--- config.mk ---
export PLATFORM = sky130hd
export DESIGN_NAME = fifo_sched
export DESIGN_NICKNAME = d
export VERILOG_FILES = /design/src/rtl/fifo_sched_pkg.sv /design/src/rtl/fifo.sv /design/src/rtl/fifo_sched.sv
export SDC_FILE = /design/constraint.sdc
export NUM_CORES = 1
export LEC_CHECK = 0
export BUFFER_PORTS_ARGS = -buffer_cell sky130_fd_sc_hd__buf_2
export CAP_MARGIN = 25
export CORE_MARGIN = 5
export CORE_UTILIZATION = 45
export DETAILED_ROUTE_END_ITERATION = 10
export PLACE_DENSITY = 0.63
export RECOVER_POWER = 25
export REMOVE_ABC_BUFFERS = 1
export SYNTH_ARGS = -nofsm -noshare
export SYNTH_HDL_FRONTEND = slang
export SYNTH_HIERARCHICAL = 1
export SYNTH_SLANG_ARGS = --single-unit
export TNS_END_PERCENT = 50
--- constraint.sdc ---
create_clock -name clk -period 3 [get_ports clk]
set_clock_uncertainty 0.15 [all_clocks]
set_input_delay 0.15 -clock clk [delete_from_list [all_inputs] [get_ports clk]]
set_output_delay 0.15 -clock clk [all_outputs]
set_load 0.05 [all_outputs]
--- src/rtl/fifo_sched_pkg.sv ---
// Shared constants for the burst scheduler and its FIFO.
package fifo_sched_pkg;

    localparam int unsigned FIFO_DEPTH = 8;
    localparam int unsigned DATA_W     = 8;
    localparam int unsigned PTR_W      = $clog2(FIFO_DEPTH);
    localparam int unsigned CNT_W      = PTR_W + 1;

    // Read FSM encoding
    localparam logic [1:0] IDLE  = 2'd0;
    localparam logic [1:0] ISSUE = 2'd1;
    localparam logic [1:0] OUT   = 2'd2;

endpackage

--- src/rtl/fifo.sv ---
// 8-deep x 8-bit FIFO with registered read data; data_out updates only on rd_en.
module fifo
    import fifo_sched_pkg::*;
(
    input  logic              clk,
    input  logic              rst_n,
    input  logic              wr_en,
    input  logic              rd_en,
    input  logic [DATA_W-1:0] data_in,
    output logic [DATA_W-1:0] data_out,
    output logic [CNT_W-1:0]  count,
    output logic              full
);

    logic [DATA_W-1:0] mem [FIFO_DEPTH];
    logic [PTR_W-1:0]  wr_ptr;
    logic [PTR_W-1:0]  rd_ptr;

    assign full = (count == CNT_W'(FIFO_DEPTH));

    // Storage array write
    always_ff @(posedge clk) begin
        if (wr_en) begin
            mem[wr_ptr] <= data_in;
        end
    end

    // Pointers, occupancy and registered read data
    always_ff @(posedge clk) begin
        if (!rst_n) begin
            wr_ptr   <= '0;
            rd_ptr   <= '0;
            count    <= '0;
            data_out <= '0;
        end else begin
            if (wr_en) begin
                wr_ptr <= wr_ptr + PTR_W'(1);
            end
            if (rd_en) begin
                data_out <= mem[rd_ptr];
                rd_ptr   <= rd_ptr + PTR_W'(1);
            end
            case ({wr_en, rd_en})
                2'b10:   count <= count + CNT_W'(1);
                2'b01:   count <= count - CNT_W'(1);
                default: count <= count;
            endcase
        end
    end

endmodule

--- src/rtl/fifo_sched.sv ---
// Round-robin write arbiter plus burst/timeout read scheduler around the 8x8 fifo.
module fifo_sched
    import fifo_sched_pkg::*;
#(
    parameter int unsigned BURST_LEN = 4,
    parameter int unsigned TIMEOUT   = 15
) (
    input  logic              clk,
    input  logic              rst_n,
    input  logic              req0_valid,
    input  logic [DATA_W-1:0] req0_data,
    output logic              req0_ready,
    input  logic              req1_valid,
    input  logic [DATA_W-1:0] req1_data,
    output logic              req1_ready,
    output logic              m_valid,
    output logic [DATA_W-1:0] m_data,
    output logic              m_last,
    input  logic              m_ready,
    output logic [CNT_W-1:0]  words
);

    logic [1:0]        state;
    logic [CNT_W-1:0]  remaining;
    logic [7:0]        idle_cnt;
    logic              last_grant;
    logic              grant1;
    logic              wr_en;
    logic              rd_en;
    logic              full;
    logic [DATA_W-1:0] wr_data;
    logic [DATA_W-1:0] data_out;

    fifo u_fifo (
        .clk      (clk),
        .rst_n    (rst_n),
        .wr_en    (wr_en),
        .rd_en    (rd_en),
        .data_in  (wr_data),
        .data_out (data_out),
        .count    (words),
        .full     (full)
    );

    // Winner selection: sole requester wins, contention goes to the one not granted last
    always_comb begin
        grant1 = 1'b0;
        if (req0_valid && req1_valid) begin
            grant1 = ~last_grant;
        end else if (req1_valid) begin
            grant1 = 1'b1;
        end
        req0_ready = !full && req0_valid && !grant1;
        req1_ready = !full && req1_valid && grant1;
        wr_en      = req0_ready || req1_ready;
        wr_data    = grant1 ? req1_data : req0_data;
    end

    // Remember the last accepted requester for round-robin fairness
    always_ff @(posedge clk) begin
        if (!rst_n) begin
            last_grant <= 1'b1;
        end else if (wr_en) begin
            last_grant <= grant1;
        end
    end

    // Read FSM: full bursts, timeout-driven partial flushes, one word per ISSUE/OUT pair
    always_ff @(posedge clk) begin
        if (!rst_n) begin
            state     <= IDLE;
            remaining <= '0;
            idle_cnt  <= '0;
        end else begin
            case (state)
                IDLE: begin
                    if (words >= CNT_W'(BURST_LEN)) begin
                        state     <= ISSUE;
                        remaining <= CNT_W'(BURST_LEN);
                        idle_cnt  <= '0;
                    end else if (words != '0 && idle_cnt == 8'(TIMEOUT)) begin
                        state     <= ISSUE;
                        remaining <= words;
                        idle_cnt  <= '0;
                    end else if (words == '0) begin
                        idle_cnt <= '0;
                    end else if (idle_cnt != 8'(TIMEOUT)) begin
                        idle_cnt <= idle_cnt + 8'd1;
                    end
                end
                ISSUE: begin
                    state <= OUT;
                end
                OUT: begin
                    if (m_ready) begin
                        remaining <= remaining - CNT_W'(1);
                        state     <= (remaining == CNT_W'(1)) ? IDLE : ISSUE;
                    end
                end
                default: begin
                    state <= IDLE;
                end
            endcase
        end
    end

    // Consumer-side outputs decoded from the FSM state
    always_comb begin
        rd_en   = (state == ISSUE);
        m_valid = (state == OUT);
        m_data  = m_valid ? data_out : '0;
        m_last  = m_valid && (remaining == CNT_W'(1));
    end

endmodule

After elaboration in Yosys (flattened, before gate mapping)
Memories as Yosys holds them, arrays and structs flattened. A register that Yosys moved wholly into a read port is not among the register bits. Cells that the tools add are included.

Register bits: 25. Bits in writable memories: 64. Bits of input ports: 21. Logic and storage cells: 66. Memories: 1.

Add/sub/neg operators: 6. Order comparisons: 1. Equal/unequal tests: 10. Mux-type cells: 20. Bitwise operators: 1. Reductions and logical operators: 20.

Memory list: u_fifo.mem (depth 8, bits a word 8, read ports 1, clocked after memory_dff 1, write ports 1, RTL line fifo.sv:15) `logic [DATA_W-1:0] mem [FIFO_DEPTH];`.

Operator list (count): 8-bit two-way mux (6); 4-bit one-hot mux with 2 select lines (2); 4-bit two-way mux (3); 8-bit by 1-bit adder with 8-bit output (second input constant) (1); 8-bit by 4-bit equality test with 1-bit output (second input constant) (1); 8-bit by 4-bit inequality test with 1-bit output (second input constant) (1); 4-bit nonzero test (2); 4-bit by 1-bit subtractor with 4-bit output (second input constant) (2); 1-bit logical AND (7); 3-bit by 1-bit adder with 3-bit output (second input constant) (2); 2-bit two-way mux (3); 2-bit one-hot mux with 3 select lines (1); 1-bit two-way mux (5); 4-bit by 1-bit adder with 4-bit output (second input constant) (1); 2-bit by 1-bit equality test with 1-bit output (second input constant) (2); 2-bit equality test (second input constant) (2); 4-bit by 1-bit equality test with 1-bit output (second input constant) (1); 4-bit equality test (second input constant) (1); 4-bit by 3-bit >= comparator with 1-bit output (second input constant) (1); 4-bit zero test (1); 2-bit AND reduction (2); 2-bit nonzero test (2); 1-bit zero test (3); 3-bit inequality test (second input constant) (1); other kinds (5) (5).

Longest topological paths before layout
Gate-level depths: netlist of run 1.

Depth in word-level cells: 7. Gate-level depth with buffers: 10. Depth with buffers taken out: 10.

By module
The synthesis of run 1 kept the hierarchy.

By module, submodules not included: fifo (times used 1, cells an instance 185, area each 3248.1 um^2, seq. area each 2282.2 um^2); fifo_sched (times used 1, cells an instance 138, area each 1093.5 um^2, seq. area each 300.3 um^2).

Worst setup path before layout of run 1
OpenSTA, ideal clock, no wires.

Path kind: register -> register. Start point: register u_fifo.count[3]. End point: register u_fifo.count[2]. Library setup time: 70 ps. Data arrival time: 2618 ps. Required time: 2780 ps. Setup slack: 162 ps. Stages on the path, launching flop included: 11. Buffers on the path: 0. Path through: dfxtp_1 nor4b_1 nor2_1 inv_1 ha_1 xor2_1 ha_1 a21oi_1 xor2_1 or3_1 a21boi_1.

Word-level cells in the longest chain between the ends: 7.

Ends and longest elaborated chain: start, declared (RTL line fifo.sv:11) `output logic [CNT_W-1:0] count,`; start signal, assigned (RTL line fifo.sv:44) `2'b10: count <= count + CNT_W'(1);`; start signal, assigned (RTL line fifo.sv:45) `2'b01: count <= count - CNT_W'(1);`; start signal, assigned (RTL line fifo.sv:46) `default: count <= count;`; 4-bit equality test (*) (RTL line fifo.sv:19) `assign full = (count == CNT_W'(FIFO_DEPTH));`; net full (RTL line fifo_sched.sv:30) `logic full;`; 1-bit zero test (*) (RTL line fifo_sched.sv:53, fifo_sched.sv:54); 1-bit logical AND, on equally long branches (2 in a row) (RTL line fifo_sched.sv:53, fifo_sched.sv:54); 1-bit logical OR (*) (RTL line fifo_sched.sv:55) `wr_en = req0_ready || req1_ready;`; net wr_en (RTL line fifo_sched.sv:28) `logic wr_en;`; 2-bit by 1-bit equality test with 1-bit output / 2-bit equality test (equally long branches) (RTL line fifo.sv:43) `case ({wr_en, rd_en})`; 4-bit one-hot mux with 2 select lines / 2-bit nonzero test (equally long branches).

Mark *: on every way through the listed nets, which the timed path passes. The rest lies on a longest branch. A chain may end at the register's enable or synchronous reset.

Worst setup path in the final report of run 1
Start point: register u_fifo.count[1]. End point: register u_fifo.count[2].

Same word-level chain as after synthesis.

==> metrics.txt, run 1 <==
# TYPE chip_impl_metric gauge
chip_impl_info{name="cts_tree",value="done"} 1
chip_impl_metric{name="synth_cell_types",unit=""} 54
chip_impl_metric{name="placement.io_buffers",unit=""} 36
chip_impl_metric{name="vdd_ir_drop_max",unit="uV"} 258
chip_impl_metric{name="detailed_place_hpwl",unit="um"} 5510
chip_impl_metric{name="io-pin-count",unit=""} 37
chip_impl_metric{name="initial_utilization",unit=""} 0.465
chip_impl_metric{name="drt_pass1_iterations",unit=""} 4
chip_impl_metric{name="num_rows",unit=""} 35
chip_impl_metric{name="first_pass_grt_wire_length",unit="um"} 13500
chip_impl_metric{name="gp_routability_congestion",unit=""} 0.821
chip_impl_metric{name="htreeDepth",unit=""} 3
chip_impl_metric{name="dr_total_vias",unit=""} 2752
chip_impl_metric{name="grt-ovfl-total",unit=""} 0
chip_impl_metric{name="floorplan.core_area",unit="um2"} 9330
chip_impl_metric{name="cellPowerDensity",unit="nW/um2"} 657
chip_impl_metric{name="seq_area_frac_synth",unit=""} 0.595
chip_impl_metric{name="max-clock-path-buffers",unit=""} 2
chip_impl_info{name="postSynth.topFlopCell",value="sky130_fd_sc_hd__edfxtp_1"} 1
chip_impl_metric{name="layout.filler_cells",unit=""} 818
chip_impl_info{name="layout_commonest_cell",value="sky130_fd_sc_hd__edfxtp_1"} 1
chip_impl_metric{name="yosys_warnings",unit=""} 6
chip_impl_metric{name="path_clk_slew",unit="ns"} 0.10
chip_impl_metric{name="fin_ws",unit="ns"} 0.447
chip_impl_metric{name="final.period_utilization",unit=""} 0.851
chip_impl_metric{name="mappedNetlistArea",unit="um2"} 4340
chip_impl_metric{name="finalSetupTns",unit="ns"} 0
chip_impl_info{name="run_status",value="completed"} 1
chip_impl_metric{name="vias_per_cell",unit=""} 5.44
chip_impl_metric{name="timing.final.max_slew_violations",unit=""} 0
chip_impl_metric{name="crit_required",unit="ns"} 3.14
chip_impl_metric{name="wl_per_cell",unit="um"} 16.0
chip_impl_metric{name="reg2reg_depth",unit=""} 10
chip_impl_info{name="startpoint_type_of_the_worst_setup_path",value="flip-flop"} 1
chip_impl_metric{name="post_layout_nonfiller_instances",unit=""} 506
chip_impl_metric{name="antenna_found_initial",unit=""} 0
chip_impl_metric{name="worst-path-max-fanout",unit=""} 9
chip_impl_metric{name="area.growth.synth_to_final",unit="%"} 11.5
chip_impl_metric{name="r2r_setup_slack",unit="ns"} 0.45
chip_impl_metric{name="cts-buffers-inserted",unit=""} 9
chip_impl_info{name="critical_path.reg2reg.startpoint",value="u_fifo/count[1]"} 1
chip_impl_info{name="min_to",value="last_grant"} 1
chip_impl_metric{name="timing.max_cap.violations",unit=""} 0
chip_impl_metric{name="synth-seq-cells",unit=""} 97
chip_impl_metric{name="number_of_synthesized_flops_with_an_enable_pin",unit=""} 64
chip_impl_metric{name="timing.slew.headroom",unit=""} 0.472
chip_impl_metric{name="drc",unit=""} 0
chip_impl_info{name="min_delay_startpoint",value="rst_n"} 1
chip_impl_metric{name="worstMarginPinSlew",unit="ns"} 0.791
chip_impl_info{name="timing.rr.end",value="u_fifo/count[2]"} 1
chip_impl_info{name="synth_top_area_cell",value="sky130_fd_sc_hd__edfxtp_1"} 1
chip_impl_metric{name="floorplan.die.width",unit="um"} 108
chip_impl_metric{name="fin_nets",unit=""} 401
chip_impl_metric{name="first_global_vias",unit=""} 2659
chip_impl_metric{name="total_global_route_track_usage",unit=""} 0.151
chip_impl_info{name="clock-root-buffer",value="sky130_fd_sc_hd__clkbuf_8"} 1
chip_impl_info{name="holdCritPathClass",value="input pin to flip-flop"} 1
chip_impl_metric{name="chipHeight",unit="um"} 108
chip_impl_metric{name="dr.first_iter.drc_count",unit=""} 113
chip_impl_metric{name="totalPowerFinal",unit="mW"} 3.18
chip_impl_metric{name="postSynthAreaPerCell",unit="um2"} 13.4
chip_impl_metric{name="timing.hold.worst_path_depth",unit=""} 2
chip_impl_metric{name="pin_count_of_the_biggest_net_entering_global_routing",unit=""} 27
chip_impl_metric{name="drtAntennaViolNets",unit=""} 0
chip_impl_metric{name="synth_largest_type_area_fraction",unit=""} 0.443
chip_impl_info{name="grt_setup_unrepaired",value="no"} 1
chip_impl_metric{name="period_minus_slack",unit="ns"} 2.55
chip_impl_metric{name="placed_cells_incl_taps",unit=""} 488
chip_impl_info{name="yosys-top-cells-area",value="sky130_fd_sc_hd__edfxtp_1, sky130_fd_sc_hd__dfxtp_1, sky130_fd_sc_hd__mux4_2"} 1
chip_impl_metric{name="clock_sinks",unit=""} 97
chip_impl_metric{name="synthesis.instances",unit=""} 323
chip_impl_info{name="worstSetupPathType",value="flip-flop to flip-flop"} 1
chip_impl_metric{name="p_leak",unit="nW"} 1.74
chip_impl_metric{name="antenna-diode-count",unit=""} 0
chip_impl_metric{name="setup_viol",unit=""} 0
chip_impl_metric{name="fp.dieArea",unit="um2"} 11700
chip_impl_metric{name="cp_data_arrival_time",unit="ns"} 2.69
chip_impl_info{name="layout_common_cells",value="sky130_fd_sc_hd__edfxtp_1, sky130_fd_sc_hd__dfxtp_1, sky130_fd_sc_hd__buf_2, sky130_fd_sc_hd__nor2_1, sky130_fd_sc_hd__nand2_1"} 1
chip_impl_metric{name="synthArstFlopShare",unit=""} 0
chip_impl_info{name="end_kind",value="flip-flop"} 1
chip_impl_metric{name="worst_skew_pair.late_latency",unit="ns"} 0.35
chip_impl_metric{name="share_of_cells_above_drive_strength_1",unit=""} 0.188
chip_impl_metric{name="place_worst_setup_slack",unit="ns"} 0.251
chip_impl_metric{name="fmax",unit="GHz"} 0.392
chip_impl_metric{name="drt-total-wl",unit="um"} 8090
chip_impl_metric{name="final_hold_violating_endpoints",unit=""} 0
chip_impl_metric{name="hold_slack",unit="ns"} 0.0212
==> how the worst max path moves through the flow <==
| stage | startpoint | end | depth (start not counted) |
|---|---|---|---|
| 3_3_place_gp | u_fifo/count[1] | u_fifo/count[2] | 10 |
| 3_5_place_dp | u_fifo/count[1] | u_fifo/count[2] | 10 |
| 4_1_cts | u_fifo/count[1] | u_fifo/count[2] | 10 |
| 2_1_floorplan | u_fifo/count[3] | u_fifo/count[2] | 10 |
| 6_report | u_fifo/count[1] | u_fifo/count[2] | 10 |
| 5_1_grt | u_fifo/count[1] | u_fifo/count[2] | 10 |
==> cell families (layout without fill, tap and decap cells) <==
group,after synthesis,count (layout),share of synthesized area
and+or+nand+nor,111,111,0.136
DFF,97,97,0.595
AOI/OAI and AO/OA,52,52,0.0744
muxes,29,29,0.121
buffers and inverters,19,73,0.0360
adders and majority gates,8,8,0.0231
xor gates and xnor gates,7,7,0.0141
==> power by group <==
part | switching, mW | internal, mW | total [mW]
logic | 0.440 | 0.289 | 0.729
registers | 0.0935 | 1.56 | 1.65
clock network | 0.479 | 0.319 | 0.798
total | 1.01 | 2.17 | 3.18
==> per-stage QoR <==
step | cell area, um2 | utilization
final | 4840 | 0.519
after global routing | 4840 | 0.519
after CTS | 4850 | 0.520
after detailed placement | 4650 | 0.498
after global placement | 4650 | 0.498
after floorplan | 4210 | -
==> cells in the mapped netlist, types with 7 or more instances <==
library cell,instances
sky130_fd_sc_hd__nor2_1,27
sky130_fd_sc_hd__ha_1,8
sky130_fd_sc_hd__edfxtp_1,64
sky130_fd_sc_hd__mux2_2,8
sky130_fd_sc_hd__nor3_1,9
sky130_fd_sc_hd__and2_1,13
sky130_fd_sc_hd__dfxtp_1,33
sky130_fd_sc_hd__nand2_1,17
sky130_fd_sc_hd__mux4_1,7
sky130_fd_sc_hd__a21oi_1,10
sky130_fd_sc_hd__o22ai_1,8
sky130_fd_sc_hd__o21ai_0,15
sky130_fd_sc_hd__mux4_2,9
sky130_fd_sc_hd__nor2b_1,9
==> what timing repair did <==
| action | 4_1_cts | 5_1_grt |
|---|---|---|
| gates resized for setup | 0 | 1 |
| hold endpoints to repair | 2 | 0 |
| hold buffers | 2 | 0 |
| setup endpoints to repair | 0 | 1 |
| buffers inserted | 0 | 0 |
==> per-layer routing <==
metal / track usage / vias up / wire (um)
li1: - / 1334 / -
met1: 0.213 / 1345 / 3760
met2: 0.238 / 71 / 3860
met3: 0.0322 / 2 / 428
met4: 0.0406 / 0 / 41
met5: 0 / - / 0
==> area by class of cell <==
class | instances | area [um2] | area share
clock buffer | 9 | 124 | 0.0256
clock inverter | 7 | 63.8 | 0.0132
inverter | 6 | 22.5 | 0.00465
multi-input combinational | 207 | 1610 | 0.332
sequential | 97 | 2580 | 0.534
tap | 129 | 161 | 0.0334
timing repair buffer | 51 | 277 | 0.0571
==> worst max-delay path, cell delays in order, from the launching register on <==
cell,delay [ns]
sky130_fd_sc_hd__dfxtp_1,0.42
sky130_fd_sc_hd__nor4b_2,0.44
sky130_fd_sc_hd__nor2_1,0.13
sky130_fd_sc_hd__inv_1,0.10
sky130_fd_sc_hd__ha_1,0.25
sky130_fd_sc_hd__xor2_1,0.17
sky130_fd_sc_hd__ha_1,0.17
sky130_fd_sc_hd__a21oi_1,0.05
sky130_fd_sc_hd__xor2_1,0.17
sky130_fd_sc_hd__or3_1,0.31
sky130_fd_sc_hd__a21boi_1,0.14
==> registers in the layout, summed over array words and instances (netlist names) <==
signal           count
state                2
idle_cnt             8
u_fifo/wr_ptr        3
u_fifo/rd_ptr        3
u_fifo/mem          64
last_grant           1
u_fifo/count         4
remaining            4
u_fifo/data_out      8
(Power assumes the default switching activity.)
==> run 2, diff against run 1 <==
Settings changed: ABC_AREA set to 1, CORE_UTILIZATION 45 to 30, PLACE_DENSITY 0.63 to 0.46.
==> metrics.txt, run 2 <==
# TYPE chip_impl_metric gauge
chip_impl_metric{name="cts-buffers-inserted",unit=""} 9
chip_impl_metric{name="postSynthAreaPerCell",unit="um2"} 9.54
chip_impl_info{name="max_flop_register",value="u_fifo/mem"} 1
chip_impl_info{name="synth.most_common_cell",value="sky130_fd_sc_hd__nand2_1"} 1
chip_impl_metric{name="post_cts.resized_instances",unit=""} 0
chip_impl_metric{name="total_global_route_track_usage",unit=""} 0.120
chip_impl_metric{name="yosys_warnings",unit=""} 6
chip_impl_metric{name="fp.dieArea",unit="um2"} 17600
chip_impl_metric{name="share_of_cells_above_drive_strength_1",unit=""} 0.137
chip_impl_info{name="run_status",value="completed"} 1
chip_impl_metric{name="largest_reg_flops",unit=""} 64
chip_impl_metric{name="timing.max_cap.violations",unit=""} 0
chip_impl_metric{name="dr.first_iter.drc_count",unit=""} 144
chip_impl_metric{name="synth_largest_type_area_fraction",unit=""} 0.425
chip_impl_info{name="grt_setup_unrepaired",value="no"} 1
chip_impl_metric{name="clock_share_of_power",unit=""} 0.263
chip_impl_metric{name="grt-ovfl-total",unit=""} 0
chip_impl_metric{name="floorplan.core_area",unit="um2"} 14600
chip_impl_metric{name="pin_count_of_the_biggest_net_entering_global_routing",unit=""} 32
chip_impl_metric{name="gp_routability_congestion",unit=""} 0.799
chip_impl_metric{name="cellPowerDensity",unit="nW/um2"} 852
chip_impl_metric{name="chipHeight",unit="um"} 133
chip_impl_metric{name="htreeDepth",unit=""} 3
chip_impl_metric{name="drtAntennaViolNets",unit=""} 0
chip_impl_metric{name="drt_pass1_iterations",unit=""} 4
chip_impl_info{name="postSynth.topFlopCell",value="sky130_fd_sc_hd__edfxtp_1"} 1
chip_impl_metric{name="post_layout_nonfiller_instances",unit=""} 704
chip_impl_metric{name="cp_data_arrival_time",unit="ns"} 2.31
chip_impl_metric{name="seq_area_frac_synth",unit=""} 0.571
chip_impl_metric{name="first_global_vias",unit=""} 3164
chip_impl_info{name="startpoint_type_of_the_worst_setup_path",value="flip-flop"} 1
chip_impl_metric{name="antenna_found_initial",unit=""} 0
chip_impl_metric{name="worst_skew_pair.late_latency",unit="ns"} 0.34
chip_impl_metric{name="synth-seq-cells",unit=""} 97
chip_impl_metric{name="layout.filler_cells",unit=""} 1495
chip_impl_metric{name="first_pass_grt_wire_length",unit="um"} 16500
chip_impl_metric{name="area.growth.synth_to_final",unit="%"} 13.9
chip_impl_metric{name="final.period_utilization",unit=""} 0.831
chip_impl_metric{name="seqPwrFrac",unit=""} 0.410
chip_impl_metric{name="synth_cell_types",unit=""} 30
chip_impl_metric{name="placed_cells_incl_taps",unit=""} 687
chip_impl_metric{name="placement.io_buffers",unit=""} 36
chip_impl_metric{name="fmax",unit="GHz"} 0.401
chip_impl_metric{name="antenna-diode-count",unit=""} 0
chip_impl_metric{name="crit_required",unit="ns"} 2.81
chip_impl_metric{name="io-pin-count",unit=""} 37
chip_impl_metric{name="wl_per_cell",unit="um"} 14.3
chip_impl_metric{name="vias_per_cell",unit=""} 4.56
chip_impl_info{name="synth_top_cells_by_count",value="sky130_fd_sc_hd__nand2_1, sky130_fd_sc_hd__inv_1, sky130_fd_sc_hd__edfxtp_1"} 1
chip_impl_info{name="layout_commonest_cell",value="sky130_fd_sc_hd__nand2_1"} 1
chip_impl_metric{name="power.switching_fraction",unit=""} 0.372
chip_impl_metric{name="power.share.combinational",unit=""} 0.328
chip_impl_metric{name="clock_sinks",unit=""} 97
chip_impl_metric{name="totalPowerFinal",unit="mW"} 4.39
chip_impl_metric{name="period_minus_slack",unit="ns"} 2.49
chip_impl_metric{name="worst-path-max-fanout",unit=""} 8
chip_impl_metric{name="drt-total-wl",unit="um"} 10100
chip_impl_metric{name="max-clock-path-buffers",unit=""} 2
chip_impl_metric{name="initial_utilization",unit=""} 0.309
chip_impl_info{name="layout_common_cells",value="sky130_fd_sc_hd__nand2_1, sky130_fd_sc_hd__inv_1, sky130_fd_sc_hd__edfxtp_1, sky130_fd_sc_hd__nor2_1"} 1
chip_impl_metric{name="p_leak",unit="nW"} 2.03
chip_impl_info{name="holdCritPathClass",value="input pin to flip-flop"} 1
chip_impl_info{name="synth_top_area_cell",value="sky130_fd_sc_hd__edfxtp_1"} 1
chip_impl_info{name="clock-root-buffer",value="sky130_fd_sc_hd__clkbuf_16"} 1
chip_impl_info{name="cts_tree",value="done"} 1
chip_impl_metric{name="timing.final.max_slew_violations",unit=""} 0
chip_impl_metric{name="worstMarginPinSlew",unit="ns"} 0.899
chip_impl_info{name="layout_top_registers",value="u_fifo/mem: 64 flops, idle_cnt: 8 flops, u_fifo/data_out: 8 flops"} 1
chip_impl_metric{name="detailed_place_hpwl",unit="um"} 6990
chip_impl_metric{name="dr_total_vias",unit=""} 3207
chip_impl_metric{name="mappedNetlistArea",unit="um2"} 4520
chip_impl_metric{name="p_int",unit="mW"} 2.75
chip_impl_metric{name="num_rows",unit=""} 44
chip_impl_metric{name="vdd_ir_drop_max",unit="uV"} 300
chip_impl_info{name="yosys-top-cells-area",value="sky130_fd_sc_hd__edfxtp_1, sky130_fd_sc_hd__dfxtp_1, sky130_fd_sc_hd__nand2_1"} 1
chip_impl_metric{name="setup_viol",unit=""} 0
chip_impl_metric{name="final_hold_violating_endpoints",unit=""} 0
chip_impl_metric{name="drc",unit=""} 0
chip_impl_info{name="end_kind",value="flip-flop"} 1
chip_impl_info{name="worstSetupPathType",value="flip-flop to flip-flop"} 1
chip_impl_metric{name="fin_nets",unit=""} 544
chip_impl_metric{name="synthesis.instances",unit=""} 474
chip_impl_metric{name="power.net_switching",unit="mW"} 1.63
chip_impl_metric{name="synthArstFlopShare",unit=""} 0
chip_impl_metric{name="path_clk_slew",unit="ns"} 0.07
chip_impl_metric{name="number_of_synthesized_flops_with_an_enable_pin",unit=""} 64
chip_impl_metric{name="timing.slew.headroom",unit=""} 0.401
chip_impl_metric{name="floorplan.die.width",unit="um"} 133
==> run 2: path summary, 6_finish.rpt <==
kind	startpoint	end	slack, ns	cells past startpoint
worst max register to register	u_fifo/count[0]	u_fifo/mem[0][4]	0.51	7
worst max-delay path	u_fifo/count[0]	u_fifo/mem[0][4]	0.51	7
worst min register to register	last_grant	last_grant	0.34	2
worst min-delay path	req0_valid	last_grant	0.02	4
==> run 2: kinds of logic after synthesis <==
group	after synthesis	synth area share
compound gates	80	0.107
xor+xnor	6	0.0116
fa+ha+maj	8	0.0221
buf+inv	88	0.0886
flops	97	0.571
mux	8	0.0199
simple gates	187	0.180
==> run 2: through the flow <==
step / instance area [um2] / hold slack [ns] / setup slack [ns] / setup TNS, ns / utilization
floorplan: 4390 / 0.118 / -0.105 / -2.72 / -
global placement: 4870 / 0.295 / 0.567 / 0 / 0.333
detailed placement: 4870 / 0.325 / 0.498 / 0 / 0.333
CTS: 5180 / 0.0112 / 0.479 / 0 / 0.354
global route: 5150 / 0.0270 / 0.240 / 0 / 0.352
finish: 5150 / 0.0234 / 0.508 / 0 / 0.352
==> run 2: metal layers <==
| metal | up-vias | routed length [um] | GRT usage |
|---|---|---|---|
| met5 | - | 0 | 0 |
| met4 | 0 | 92 | 0.0346 |
| met3 | 7 | 359 | 0.0342 |
| met2 | 39 | 4730 | 0.194 |
| met1 | 1495 | 4900 | 0.156 |
| li1 | 1666 | - | - |
==> run 2: cell type report <==
| type | count | area (um2) | area share |
|---|---|---|---|
| clock buffers | 10 | 229 | 0.0445 |
| clock inverters | 6 | 66.3 | 0.0129 |
| inverters | 72 | 273 | 0.0530 |
| multi-input cells | 289 | 1520 | 0.296 |
| flip-flops and latches | 97 | 2580 | 0.502 |
| well taps | 184 | 230 | 0.0447 |
| repair buffers | 46 | 245 | 0.0476 |
==> run 2: timing repair <==
action	CTS	global route
buffers inserted	0	0
hold buffers	1	0
endpoints found under the hold margin	1	0
==> run 2: worst max-delay path, stage by stage (launching register included) <==
cell,delay [ns]
sky130_fd_sc_hd__dfxtp_1,0.48
sky130_fd_sc_hd__nor4_1,0.13
sky130_fd_sc_hd__nor2_1,0.15
sky130_fd_sc_hd__inv_1,0.07
sky130_fd_sc_hd__nand2_1,0.11
sky130_fd_sc_hd__inv_2,0.07
sky130_fd_sc_hd__or2_1,0.27
sky130_fd_sc_hd__nor2_1,0.70
==> run 2: power by group through the flow <==
stage / Combinational, mW / Clock [mW] / Sequential, mW
finish: 1.44 / 1.15 / 1.80
global route: 1.65 / 1.25 / 1.82
CTS: 1.49 / 1.20 / 1.80
detailed placement: 1.49 / 0 / 1.83
global placement: 1.49 / 0 / 1.82
floorplan: 0.951 / 0 / 1.90
==> run 3, diff against run 2 <==
Settings changed: ABC_AREA 1 to 0.
Clock period 3 ns to 2.6 ns, I/O delays scaled along.
==> metrics.txt, run 3 (synthesized netlist as in run 1, its figures left out) <==
# TYPE chip_impl_metric gauge
chip_impl_info{name="run_status",value="completed"} 1
chip_impl_metric{name="hold_slack",unit="ns"} 0.0283
chip_impl_metric{name="first_pass_grt_wire_length",unit="um"} 14600
chip_impl_metric{name="fp.dieArea",unit="um2"} 17000
chip_impl_metric{name="crit_required",unit="ns"} 2.72
chip_impl_info{name="critical_path.reg2reg.startpoint",value="u_fifo/count[0]"} 1
chip_impl_metric{name="critical_path.max_stage_delay",unit="ns"} 0.38
chip_impl_metric{name="period_minus_slack",unit="ns"} 2.34
chip_impl_metric{name="timing.slew.headroom",unit=""} 0.341
chip_impl_metric{name="max-clock-path-buffers",unit=""} 2
chip_impl_metric{name="fmax",unit="GHz"} 0.427
chip_impl_metric{name="largest_reg_flops",unit=""} 64
chip_impl_metric{name="p_leak",unit="nW"} 1.78
chip_impl_metric{name="wl_per_cell",unit="um"} 16.2
chip_impl_metric{name="io-pin-count",unit=""} 37
chip_impl_metric{name="cp_data_arrival_time",unit="ns"} 2.47
chip_impl_metric{name="post_cts.resized_instances",unit=""} 0
chip_impl_metric{name="antenna-diode-count",unit=""} 0
chip_impl_info{name="end_kind",value="flip-flop"} 1
chip_impl_info{name="cts_tree",value="done"} 1
chip_impl_info{name="timing.critical_path.from",value="u_fifo/count[0]"} 1
chip_impl_info{name="critical_path.cell_chain",value="nor4b_1, nor2_1, inv_1, ha_1, xor2_1, ha_1, a21oi_1, xor2_1, or3_1, a21boi_1"} 1
chip_impl_metric{name="initial_utilization",unit=""} 0.302
chip_impl_metric{name="drt_pass1_iterations",unit=""} 4
chip_impl_metric{name="reg2reg_depth",unit=""} 10
chip_impl_info{name="critPathCapture",value="u_fifo/count[2]"} 1
chip_impl_metric{name="post_layout_nonfiller_instances",unit=""} 560
chip_impl_metric{name="dr.first_iter.drc_count",unit=""} 238
chip_impl_info{name="holdCritPathClass",value="input pin to flip-flop"} 1
chip_impl_metric{name="worst-path-max-fanout",unit=""} 4
chip_impl_info{name="max_flop_register",value="u_fifo/mem"} 1
chip_impl_metric{name="cellPowerDensity",unit="nW/um2"} 819
chip_impl_info{name="worstSetupPathType",value="flip-flop to flip-flop"} 1
chip_impl_metric{name="worstMarginPinSlew",unit="ns"} 0.984
chip_impl_info{name="clock-root-buffer",value="sky130_fd_sc_hd__clkbuf_16"} 1
chip_impl_metric{name="clock_sinks",unit=""} 97
chip_impl_info{name="slowest_stage",value="sky130_fd_sc_hd__nor4b_1"} 1
chip_impl_metric{name="pin_count_of_the_biggest_net_entering_global_routing",unit=""} 27
chip_impl_info{name="timing.rr.end",value="u_fifo/count[2]"} 1
chip_impl_metric{name="gp_routability_congestion",unit=""} 0.757
chip_impl_metric{name="fin_ws",unit="ns"} 0.258
chip_impl_metric{name="share_of_cells_above_drive_strength_1",unit=""} 0.189
chip_impl_metric{name="num_rows",unit=""} 44
chip_impl_info{name="grt_setup_unrepaired",value="no"} 1
chip_impl_metric{name="r2r_setup_slack",unit="ns"} 0.26
chip_impl_metric{name="dpl-instance-area",unit="um2"} 4710
chip_impl_metric{name="drc",unit=""} 0
chip_impl_metric{name="setup_viol",unit=""} 0
chip_impl_metric{name="final_hold_violating_endpoints",unit=""} 0
chip_impl_metric{name="floorplan.die.width",unit="um"} 130
chip_impl_info{name="layout_commonest_cell",value="sky130_fd_sc_hd__edfxtp_1"} 1
chip_impl_metric{name="final.period_utilization",unit=""} 0.901
chip_impl_metric{name="cts-buffers-inserted",unit=""} 9
chip_impl_metric{name="antenna_found_initial",unit=""} 0
chip_impl_metric{name="fin_nets",unit=""} 400
chip_impl_metric{name="vdd_ir_drop_max",unit="uV"} 364
chip_impl_metric{name="floorplan.core_area",unit="um2"} 14400
chip_impl_metric{name="dr_total_vias",unit=""} 2699
chip_impl_metric{name="finalSetupTns",unit="ns"} 0
chip_impl_metric{name="worst_skew_pair.late_latency",unit="ns"} 0.34
chip_impl_metric{name="first_global_vias",unit=""} 2615
chip_impl_metric{name="placement.io_buffers",unit=""} 36
chip_impl_info{name="startpoint_type_of_the_worst_setup_path",value="flip-flop"} 1
chip_impl_metric{name="post_route_design_area",unit="um2"} 5010
chip_impl_info{name="layout_top_registers",value="u_fifo/mem: 64 flops, idle_cnt: 8 flops, u_fifo/data_out: 8 flops"} 1
chip_impl_metric{name="area.growth.synth_to_final",unit="%"} 15.4
chip_impl_metric{name="placed_cells_incl_taps",unit=""} 542
chip_impl_info{name="layout_common_cells",value="sky130_fd_sc_hd__edfxtp_1, sky130_fd_sc_hd__dfxtp_1, sky130_fd_sc_hd__buf_2, sky130_fd_sc_hd__nor2_1, sky130_fd_sc_hd__nand2_1"} 1
chip_impl_metric{name="total_global_route_track_usage",unit=""} 0.114
chip_impl_metric{name="timing.max_cap.violations",unit=""} 0
chip_impl_metric{name="timing.final.max_slew_violations",unit=""} 0
chip_impl_metric{name="path_clk_slew",unit="ns"} 0.06
chip_impl_metric{name="grt-ovfl-total",unit=""} 0
chip_impl_metric{name="drt-total-wl",unit="um"} 9090
chip_impl_metric{name="chipHeight",unit="um"} 130
chip_impl_metric{name="place_worst_setup_slack",unit="ns"} 0.239
chip_impl_metric{name="drtAntennaViolNets",unit=""} 0
chip_impl_metric{name="htreeDepth",unit=""} 3
chip_impl_metric{name="detailed_place_hpwl",unit="um"} 6020
chip_impl_metric{name="vias_per_cell",unit=""} 4.82
==> run 3: metrics by stage <==
stage | total power [mW] | util
2_1_floorplan | 2.54 | -
3_3_place_gp | 2.83 | 0.328
3_5_place_dp | 2.83 | 0.328
4_1_cts | 4.19 | 0.350
5_1_grt | 4.33 | 0.349
6_report | 4.10 | 0.349
==> run 3: worst min-delay path by stage <==
| stage | from | endpoint | slack (ns) | cells past startpoint |
|---|---|---|---|---|
| CTS | rst_n | last_grant | 0.02 | 2 |
| floorplan | rst_n | last_grant | 0.04 | 1 |
| detailed placement | remaining[3] | remaining[3] | 0.31 | 1 |
| global route | rst_n | last_grant | 0.06 | 2 |
| global placement | remaining[3] | remaining[3] | 0.30 | 1 |
| finish | rst_n | last_grant | 0.03 | 2 |
==> run 3: worst max-delay path, delay by kind of cell (launching register included) <==
family                     cells  cell delay, ns
AOI/OAI and AO/OA              2            0.28
xor gates and xnor gates       2            0.19
adders and majority gates      2            0.43
buffers and inverters          1            0.10
DFF                            1            0.31
and+or+nand+nor                3            0.81
==> run 3: layout make-up <==
| type | instances | area [um2] |
|---|---|---|
| fill | 1394 | 9360 |
| sequential | 97 | 2580 |
| multi-input combinational | 207 | 1600 |
| timing repair buffer | 50 | 277 |
| clock buffer | 11 | 233 |
| tap | 184 | 230 |
| clock inverter | 5 | 63.8 |
| inverter | 6 | 22.5 |
==> run 3: routing by layer <==
layer	vias up	global-route usage	share of wire
met5	-	0	0
met3	9	0.0250	0.034
met2	48	0.172	0.46
met1	1308	0.158	0.49
met4	0	0.0495	0.013
li1	1334	-	-
==> run 3: power breakdown <==
| group | switching [mW] | internal [mW] |
|---|---|---|
| sequential | 0.0820 | 1.80 |
| clock | 0.574 | 0.754 |
| combinational | 0.542 | 0.351 |
| total | 1.20 | 2.91 |
==> run 3: what timing repair did <==
item,in CTS,in global routing
buffers inserted,0,0
hold endpoints to repair,2,0
hold buffers,2,0
